$ cat config.mk
export PLATFORM = sky130hd
export DESIGN_NAME = ldm_stm_sequencer
export DESIGN_NICKNAME = d
export VERILOG_FILES = /design/src/rtl/ldm_stm_sequencer.sv
export SDC_FILE = /design/constraint.sdc
export NUM_CORES = 1
export LEC_CHECK = 0
export CORE_AREA = 2 2 166 168
export CTS_CLUSTER_DIAMETER = 40
export CTS_CLUSTER_SIZE = 25
export DETAILED_ROUTE_END_ITERATION = 6
export DIE_AREA = 0 0 168 170
export GPL_TIMING_DRIVEN = 1
export PLACE_DENSITY = 0.77
export SLEW_MARGIN = 20
export SYNTH_ARGS = -nofsm -noshare
export SYNTH_HDL_FRONTEND = slang
export SYNTH_SLANG_ARGS = --single-unit
$ cat constraint.sdc
create_clock -name clk -period 3.2 [get_ports clk]
set_input_delay 0.48 -clock clk [delete_from_list [all_inputs] [get_ports clk]]
set_output_delay 0.48 -clock clk [all_outputs]
set_load 0.01 [all_outputs]
$ cat src/rtl/ldm_stm_sequencer.sv
`default_nettype none
// ============================================================================
// Module      : ldm_stm_sequencer
// Description : Walks an LDM/STM register list, one memory word per register,
//               and drives register-bank / PC writes plus base writeback.
// Revision    : 1.0 - initial release
// ============================================================================
module ldm_stm_sequencer #(
    parameter int ADDR_W = 32,
    parameter int DATA_W = 32
) (
    input  logic              clk,
    input  logic              rst_n,
    input  logic              start_i,
    input  logic              is_load_i,
    input  logic              pre_i,
    input  logic              up_i,
    input  logic              wback_i,
    input  logic [3:0]        base_reg_i,
    input  logic [ADDR_W-1:0] base_addr_i,
    input  logic [15:0]       reg_list_i,
    output logic [4:0]        bank_raddr_o,
    input  logic [DATA_W-1:0] bank_rdata_i,
    output logic [4:0]        bank_waddr_o,
    output logic [DATA_W-1:0] bank_wdata_o,
    output logic              bank_we_o,
    output logic [DATA_W-1:0] pc_wdata_o,
    output logic              pc_we_o,
    output logic [ADDR_W-1:0] mem_addr_o,
    output logic [DATA_W-1:0] mem_wdata_o,
    output logic              mem_we_o,
    output logic              mem_req_o,
    input  logic              mem_ack_i,
    input  logic [DATA_W-1:0] mem_rdata_i,
    output logic              busy_o,
    output logic              done_o
);

    typedef enum logic [2:0] {
        S_IDLE  = 3'd0,
        S_FETCH = 3'd1,
        S_REQ   = 3'd2,
        S_WB    = 3'd3,
        S_DONE  = 3'd4
    } state_t;

    function automatic logic [3:0] lowest_set(input logic [15:0] l);
        lowest_set = 4'd0;
        for (int i = 15; i >= 0; i--) begin
            if (l[i]) lowest_set = i[3:0];
        end
    endfunction

    function automatic logic [4:0] popcount16(input logic [15:0] l);
        popcount16 = 5'd0;
        for (int i = 0; i < 16; i++) begin
            popcount16 = popcount16 + {4'd0, l[i]};
        end
    endfunction

    state_t            state_q;
    logic [15:0]       list_q;
    logic [3:0]        cur_q;
    logic [ADDR_W-1:0] addr_q;
    logic [ADDR_W-1:0] final_q;
    logic [3:0]        base_reg_q;
    logic              is_load_q;
    logic              wback_q;
    logic              base_in_list_q;
    logic [4:0]        bank_raddr_q;
    logic [4:0]        bank_waddr_q;
    logic [DATA_W-1:0] bank_wdata_q;
    logic              bank_we_q;
    logic [DATA_W-1:0] pc_wdata_q;
    logic              pc_we_q;
    logic [DATA_W-1:0] mem_wdata_q;
    logic              mem_we_q;
    logic              mem_req_q;
    logic              busy_q;
    logic              done_q;

    logic [4:0]        n_d;
    logic [ADDR_W-1:0] four_n_d;
    logic [ADDR_W-1:0] start_addr_d;
    logic [ADDR_W-1:0] final_addr_d;
    logic [15:0]       rem_d;
    logic [3:0]        first_d;
    logic [3:0]        next_d;

    assign n_d      = popcount16(reg_list_i);
    assign four_n_d = ADDR_W'({n_d, 2'b00});
    assign first_d  = lowest_set(reg_list_i);
    assign rem_d    = list_q & ~(16'h0001 << cur_q);
    assign next_d   = lowest_set(rem_d);

    // Every mode walks upward; only the starting point differs.
    always_comb begin
        start_addr_d = base_addr_i;
        case ({pre_i, up_i})
            2'b01:   start_addr_d = base_addr_i;
            2'b11:   start_addr_d = base_addr_i + ADDR_W'(4);
            2'b00:   start_addr_d = base_addr_i - four_n_d + ADDR_W'(4);
            default: start_addr_d = base_addr_i - four_n_d;
        endcase
        final_addr_d = up_i ? (base_addr_i + four_n_d) : (base_addr_i - four_n_d);
    end

    always_ff @(posedge clk or negedge rst_n) begin
        if (!rst_n) begin
            state_q        <= S_IDLE;
            list_q         <= '0;
            cur_q          <= '0;
            addr_q         <= '0;
            final_q        <= '0;
            base_reg_q     <= '0;
            is_load_q      <= 1'b0;
            wback_q        <= 1'b0;
            base_in_list_q <= 1'b0;
            bank_raddr_q   <= '0;
            bank_waddr_q   <= '0;
            bank_wdata_q   <= '0;
            bank_we_q      <= 1'b0;
            pc_wdata_q     <= '0;
            pc_we_q        <= 1'b0;
            mem_wdata_q    <= '0;
            mem_we_q       <= 1'b0;
            mem_req_q      <= 1'b0;
            busy_q         <= 1'b0;
            done_q         <= 1'b0;
        end else begin
            bank_we_q <= 1'b0;
            pc_we_q   <= 1'b0;
            done_q    <= 1'b0;
            case (state_q)
                S_IDLE: begin
                    if (start_i) begin
                        is_load_q      <= is_load_i;
                        wback_q        <= wback_i;
                        base_reg_q     <= base_reg_i;
                        base_in_list_q <= reg_list_i[base_reg_i];
                        list_q         <= reg_list_i;
                        addr_q         <= start_addr_d;
                        final_q        <= final_addr_d;
                        cur_q          <= first_d;
                        bank_raddr_q   <= {1'b0, first_d};
                        busy_q         <= 1'b1;
                        state_q        <= (reg_list_i == 16'h0000) ? S_DONE : S_FETCH;
                    end
                end
                S_FETCH: begin
                    if (!is_load_q) mem_wdata_q <= bank_rdata_i;
                    mem_we_q  <= !is_load_q;
                    mem_req_q <= 1'b1;
                    state_q   <= S_REQ;
                end
                S_REQ: begin
                    if (mem_ack_i) begin
                        mem_req_q    <= 1'b0;
                        mem_we_q     <= 1'b0;
                        addr_q       <= addr_q + ADDR_W'(4);
                        list_q       <= rem_d;
                        cur_q        <= next_d;
                        bank_raddr_q <= {1'b0, next_d};
                        if (is_load_q) begin
                            if (cur_q == 4'd15) begin
                                pc_we_q    <= 1'b1;
                                pc_wdata_q <= {mem_rdata_i[DATA_W-1:2], 2'b00};
                            end else begin
                                bank_we_q    <= 1'b1;
                                bank_waddr_q <= {1'b0, cur_q};
                                bank_wdata_q <= mem_rdata_i;
                            end
                        end
                        if (rem_d != 16'h0000)
                            state_q <= S_FETCH;
                        else if (wback_q && !(is_load_q && base_in_list_q))
                            state_q <= S_WB;
                        else
                            state_q <= S_DONE;
                    end
                end
                // The strobe lands one cycle after WB, clear of the last load write.
                S_WB: begin
                    bank_we_q    <= 1'b1;
                    bank_waddr_q <= {1'b0, base_reg_q};
                    bank_wdata_q <= DATA_W'(final_q);
                    state_q      <= S_DONE;
                end
                S_DONE: begin
                    busy_q  <= 1'b0;
                    done_q  <= 1'b1;
                    state_q <= S_IDLE;
                end
                default: state_q <= S_IDLE;
            endcase
        end
    end

    assign bank_raddr_o = bank_raddr_q;
    assign bank_waddr_o = bank_waddr_q;
    assign bank_wdata_o = bank_wdata_q;
    assign bank_we_o    = bank_we_q;
    assign pc_wdata_o   = pc_wdata_q;
    assign pc_we_o      = pc_we_q;
    assign mem_addr_o   = addr_q;
    assign mem_wdata_o  = mem_wdata_q;
    assign mem_we_o     = mem_we_q;
    assign mem_req_o    = mem_req_q;
    assign busy_o       = busy_q;
    assign done_o       = done_q;

endmodule
`default_nettype wire

Word level (Yosys, flattened, before mapping)
Index checks and enable logic that the tools add are counted.
{"block": "classes", "add_sub_neg": 20, "n_lt_le_gt_ge": 1, "n_eq_ne": 11, "shift": 1, "n_mux": 76, "bitwise_logic": 3, "reduce_logical": 20}
{"cell": "2-to-1 mux 32 bit", "n": 6}
{"cell": "2-to-1 mux 4 bit", "n": 34}
{"cell": "case mux 32 bit (2 select lines)", "n": 2}
{"cell": "adder 32 x 3 -> 32 bit (second input constant)", "n": 3}
{"cell": "case mux 32 bit (3 select lines)", "n": 1}
{"cell": "adder 5 x 1 -> 5 bit", "n": 11}
{"cell": "adder 32 x 7 -> 32 bit", "n": 1}
{"cell": "2-to-1 mux 16 bit", "n": 2}
{"cell": "case mux 16 bit (2 select lines)", "n": 1}
{"cell": "subtractor 32 x 7 -> 32 bit", "n": 1}
{"cell": "2-to-1 mux 5 bit", "n": 5}
{"cell": "case mux 5 bit (2 select lines)", "n": 2}
{"cell": "AND 16 bit", "n": 1}
{"cell": "logical NOT 16 bit", "n": 1}
{"cell": "NOT 16 bit", "n": 1}
{"cell": "nonzero test 16 bit", "n": 1}
{"cell": "left shift 1 x 4 -> 16 bit (first input constant)", "n": 1}
{"cell": "2-to-1 mux 3 bit", "n": 5}
{"cell": "case mux 3 bit (4 select lines)", "n": 1}
{"cell": "2-to-1 mux 1 bit", "n": 11}
{"cell": "AND reduction 2 bit", "n": 5}
{"cell": "inequality test 2 bit (second input constant)", "n": 4}
{"cell": "case mux 1 bit (2 select lines)", "n": 4}
{"cell": "case mux 4 bit (2 select lines)", "n": 1}
{"cell": "20 further kinds", "n": 27}
{"block": "word_totals", "register_bits": 204, "input_bits": 124}

Depth between registers and ports, before layout
{"block": "logic_depth", "depth_word": 21, "depth_mapped": 25}

Least setup slack after synthesis
Ideal clock, no wire load.
{"block": "synth_timing", "kind": "input-to-reg", "start": "input reg_list_i[0]", "end": "register addr_q[23], in the netlist mem_addr_o[23]", "arrival_time_ps": 6222, "required_time_ps": 3082, "slack_ps": -3141, "stages": 20, "cell_sequence": "inv_1 fa_1 fa_1 fa_1 fa_1 inv_1 ha_1 fa_1 a21o_1 and2_1 ha_1 nor2b_1 nor2_1 a31oi_1 o22ai_1 or4b_4 or4b_1 nor3b_1 o31ai_1 a21o_1"}
{"block": "synth_via", "elab_chain_cells": 20}
{"element": "start, declared", "line": "21", "rtl": "input logic [15:0] reg_list_i,"}
{"element": "adder 1 x 1 -> 2 bit *", "line": "57", "rtl": "popcount16 = popcount16 + {4'd0, l[i]};"}
{"element": "adder 2 x 1 -> 3 bit *", "line": "57"}
{"element": "adder 3 x 1 -> 4 bit *", "line": "57"}
{"element": "adder 4 x 1 -> 5 bit *", "line": "57"}
{"element": "adder 5 x 1 -> 5 bit * (11 in series)", "line": "57"}
{"element": "subtractor 32 x 7 -> 32 bit *", "line": "102, 103"}
{"element": "adder 32 x 3 -> 32 bit", "line": "102", "rtl": "2'b00: start_addr_d = base_addr_i - four_n_d + ADDR_W'(4);"}
{"element": "case mux 32 bit (3 select lines) *", "line": "99", "rtl": "case ({pre_i, up_i})"}
{"element": "2-to-1 mux 32 bit *", "line": "136", "rtl": "if (start_i) begin"}
{"element": "case mux 32 bit (2 select lines) *", "line": "134", "rtl": "case (state_q)"}
{"element": "end signal, assigned", "line": "142", "rtl": "addr_q <= start_addr_d;"}
{"element": "end signal, assigned", "line": "160", "rtl": "addr_q <= addr_q + ADDR_W'(4);"}
{"element": "end, declared", "line": "64", "rtl": "logic [ADDR_W-1:0] addr_q;"}
Every way passes the cells marked *; elsewhere a longest branch is shown, timed or not. The select of a mux whose other input is x is not followed.
A chain may end at the register's enable or synchronous reset.

Final worst setup path
{"block": "layout_timing", "start": "input reg_list_i[5]", "end": "register addr_q[31], in the netlist mem_addr_o[31]"}
{"block": "layout_via", "elab_chain_cells": 16}
{"element": "adder 5 x 1 -> 5 bit * (11 in series)", "line": "57"}
{"element": "subtractor 32 x 7 -> 32 bit *", "line": "102, 103"}
{"element": "adder 32 x 3 -> 32 bit", "line": "102"}
{"element": "case mux 32 bit (3 select lines) *", "line": "99"}
{"element": "2-to-1 mux 32 bit *", "line": "136"}
{"element": "case mux 32 bit (2 select lines) *", "line": "134"}
Marked as above.

==> qor.csv <==
metric,value,unit
cts_tree,built,
r2r_cells,10,
pwr-share-seq,25.7,%
postSynthCellCount,1538,
setup_tns,-129.21,ns
die_w,168,um
ys_ff_latch,198,
dpl.hpwl,34920,um
pwr-share-comb,61.3,%
antenna_cells,0,
synth_edf_count,0,
crit_family,adder cells,
finalPower,17.28,mW
cp_max_fo,6,
netlist_area,13260,um2
dr.pass1.iters,5,
max_stage_delay,0.60,ns
vias,13934,
seq_area_frac_synth,37.37,%
grt_start_max_net_pins,68,
final_nets,2176,
initial_core_util,49.76,%
drive_gt1_share,29.89,%
area_delta_synth_final,52.80,%
antenna_found_initial,0,
p_switching,7.270,mW
syn_area_per_cell,8.622,um2
clkTransAtPathRegs,0.09,ns
cp.required,3.56,ns
overflow,0,
antenna_left,0,
cap_violations,0,
core-area,26650,um2
leakage,8.737,nW
clockPowerShare,13.0,%
dieArea,28560,um2
portBuffers,263,
finalWirelength,47940,um
cts_buffer_depth,2,
ctsHoldBuffers,0,
track_usage,32.29,%
path_buf_inv,8,
worst_path_max_delay_cell,fa_2,
p_int,10.01,mW
via_per_inst,5.874,
failed_checks,negative setup slack,
setup_viol_count_final,59,
avgRoutedWirePerCell,20.21,um
finalHoldViolations,0,
yosys_warnings,0,
fin_crit,6.136,ns
setup_ws,-2.936,ns
final_common_cell,clkdlybuf4s50_1,
critical_path.cell_chain,buf_6 -> inv_2 -> fa_1 -> fa_2 -> fa_2 -> fa_1 -> inv_2 -> ha_4 -> fa_2 -> buf_6 -> inv_1 -> ha_1 -> nor2_2 -> a2111o_1 -> buf_4 -> and4_1 -> o22ai_2 -> or4b_4 -> buf_6 -> nor4b_4 -> buf_4 -> nand4b_1 -> xnor2_1 -> o31ai_1,
drt_iter0_drc,1276,
ys_async_sr_fraction,100.0,%
cp-end-kind,flop,
cts_inserted_buffers,17,
row_count,60,
pin_count,268,
gp_congestion,0.9911,
outcome,"finished, violations left",
slew_headroom,50.17,%
fillers,1869,
startpoint_type,input pin,
switching_share,42.06,%
cp.depth,24,
insertion_delay,0.45,ns
grt_pass1_wl,73270,um
drc,0,
rsz0062_at_grt,yes,
cts_htree_levels,4,
clock_sinks,198,
ys.flop_type,dfrtp_1,
grt_pass1_vias,13914,
worstPathArrival,6.50,ns
min_period_over_period,191.8,%
fin_skew,0.01599,ns
die_height,170,um
mostFrequentLayoutCells,"252 x clkdlybuf4s50_1, 241 x buf_4, 198 x dfrtp_1, 138 x nor2_1, 129 x nand2_1",
crit_type,in2reg,
postLayoutCoreUtil,76.03,%
root_buffer,clkbuf_16,
ys_types,85,
hold_path_class,in2async,
fmax,163.0,MHz
power_density,853.1,nW/um2
drv_slew,0,
peakVddDrop,1519,uV
worst_pin_slew,0.7407,ns
-- cells by family (layout without fill, tap and decap cells) --
| group | count (synthesis) | count (layout) | synth area share [%] |
|---|---|---|---|
| AOI/OAI and AO/OA | 416 | 416 | 18.94 |
| muxes | 109 | 109 | 9.304 |
| xor gates and xnor gates | 85 | 85 | 5.614 |
| buffers and inverters | 163 | 653 | 4.840 |
| DFF | 198 | 198 | 37.37 |
| and+or+nand+nor | 532 | 532 | 20.02 |
| other | 1 | 4 | 0.02828 |
| adders and majority gates | 34 | 34 | 3.887 |
-- final cells by class --
class	instances	area, um2	area share (%)
clock buffer	18	439.2	2.167
clock inverter	14	182.7	0.9016
inverter	52	220.2	1.087
multi-input combinational	1180	8772	43.29
sequential	198	4955	24.45
tap	341	426.7	2.106
timing repair buffer	569	5266	25.99
-- power by group through the flow --
stage,logic (mW),clock network (mW),registers (mW)
floorplan,4.62,0,4.50
global placement,8.56,0,4.41
detailed placement,8.76,0,4.47
CTS,9.77,2.27,4.42
global route,11.3,2.39,4.58
finish,10.6,2.24,4.44
-- worst paths after layout --
kind                                      from                to  slack, ns
worst max-delay path             reg_list_i[5]    mem_addr_o[31]      -2.94
worst min-delay path                     rst_n    pc_wdata_o[26]     0.0008
worst max register to register        cur_q[1]        state_q[1]       0.28
worst min register to register   base_reg_q[3]     base_reg_q[3]       0.48
max in group asynchronous                rst_n  bank_wdata_o[14]       2.36
min in group clk                reg_list_i[11]        list_q[11]       0.31
-- Yosys cell counts, types with 18 or more instances --
cell type	number	area (um2)
ha_1	22	275.3
nand4_1	27	168.9
nor2_1	145	544.3
xor2_1	34	297.8
a31oi_1	20	125.1
mux2_2	64	720.7
inv_1	51	191.4
nand2_1	145	544.3
a21oi_1	140	700.7
mux2i_1	40	400.4
and3_1	18	112.6
xnor2_1	51	446.7
o21ai_0	133	665.6
nand3_1	56	280.3
clkbuf_1	89	334.1
nor3_1	39	195.2
dfrtp_1	198	4955
-- routing by layer --
metal | track usage, % | routed length (um)
met1 | 41.76 | 19590
met2 | 54.69 | 23050
met3 | 5.465 | 3556
met4 | 11.95 | 1744
met5 | 0 | 0
-- what timing repair did --
action / CTS / global route
buffers inserted: 28 / 22
endpoints found under the setup margin: 60 / 60
gates resized for setup: 197 / 111
gates cloned: 0 / 0
pin swaps: 98 / 79
-- flip-flops by register name (all words and copies together), names as in the netlist, 3 cells and up --
| register | cells |
|---|---|
| bank_wdata_o | 32 |
| final_q | 32 |
| mem_addr_o | 32 |
| mem_wdata_o | 32 |
| pc_wdata_o | 30 |
| list_q | 16 |
| bank_waddr_o | 4 |
| base_reg_q | 4 |
| cur_q | 4 |
| state_q | 3 |
-- worst register-to-register path, stage by stage, from the launching register on --
cell and delay, ns:
dfrtp_1 0.73, nand2_1 0.16, or2_2 0.34, a21oi_1 0.19
o21ai_0 0.11, nor2_1 0.20, nor4b_1 0.42, buf_4 0.19
nand3_1 0.06, a211o_1 0.30, a21oi_1 0.15
-- per-stage QoR --
stage	worst slack, ns	area, um2	hold slack [ns]	cells
after detailed placement	-3.737	18200	0.4634	2295
after floorplan	-2.912	13550	0.1844	1541
final	-2.936	20260	0.0008394	2372
after CTS	-2.893	19670	0.01092	2355
after global placement	-3.717	18200	0.4567	2295
after global routing	-3.138	20260	0.01831	2372
Power figures use the tool's default switching activity.
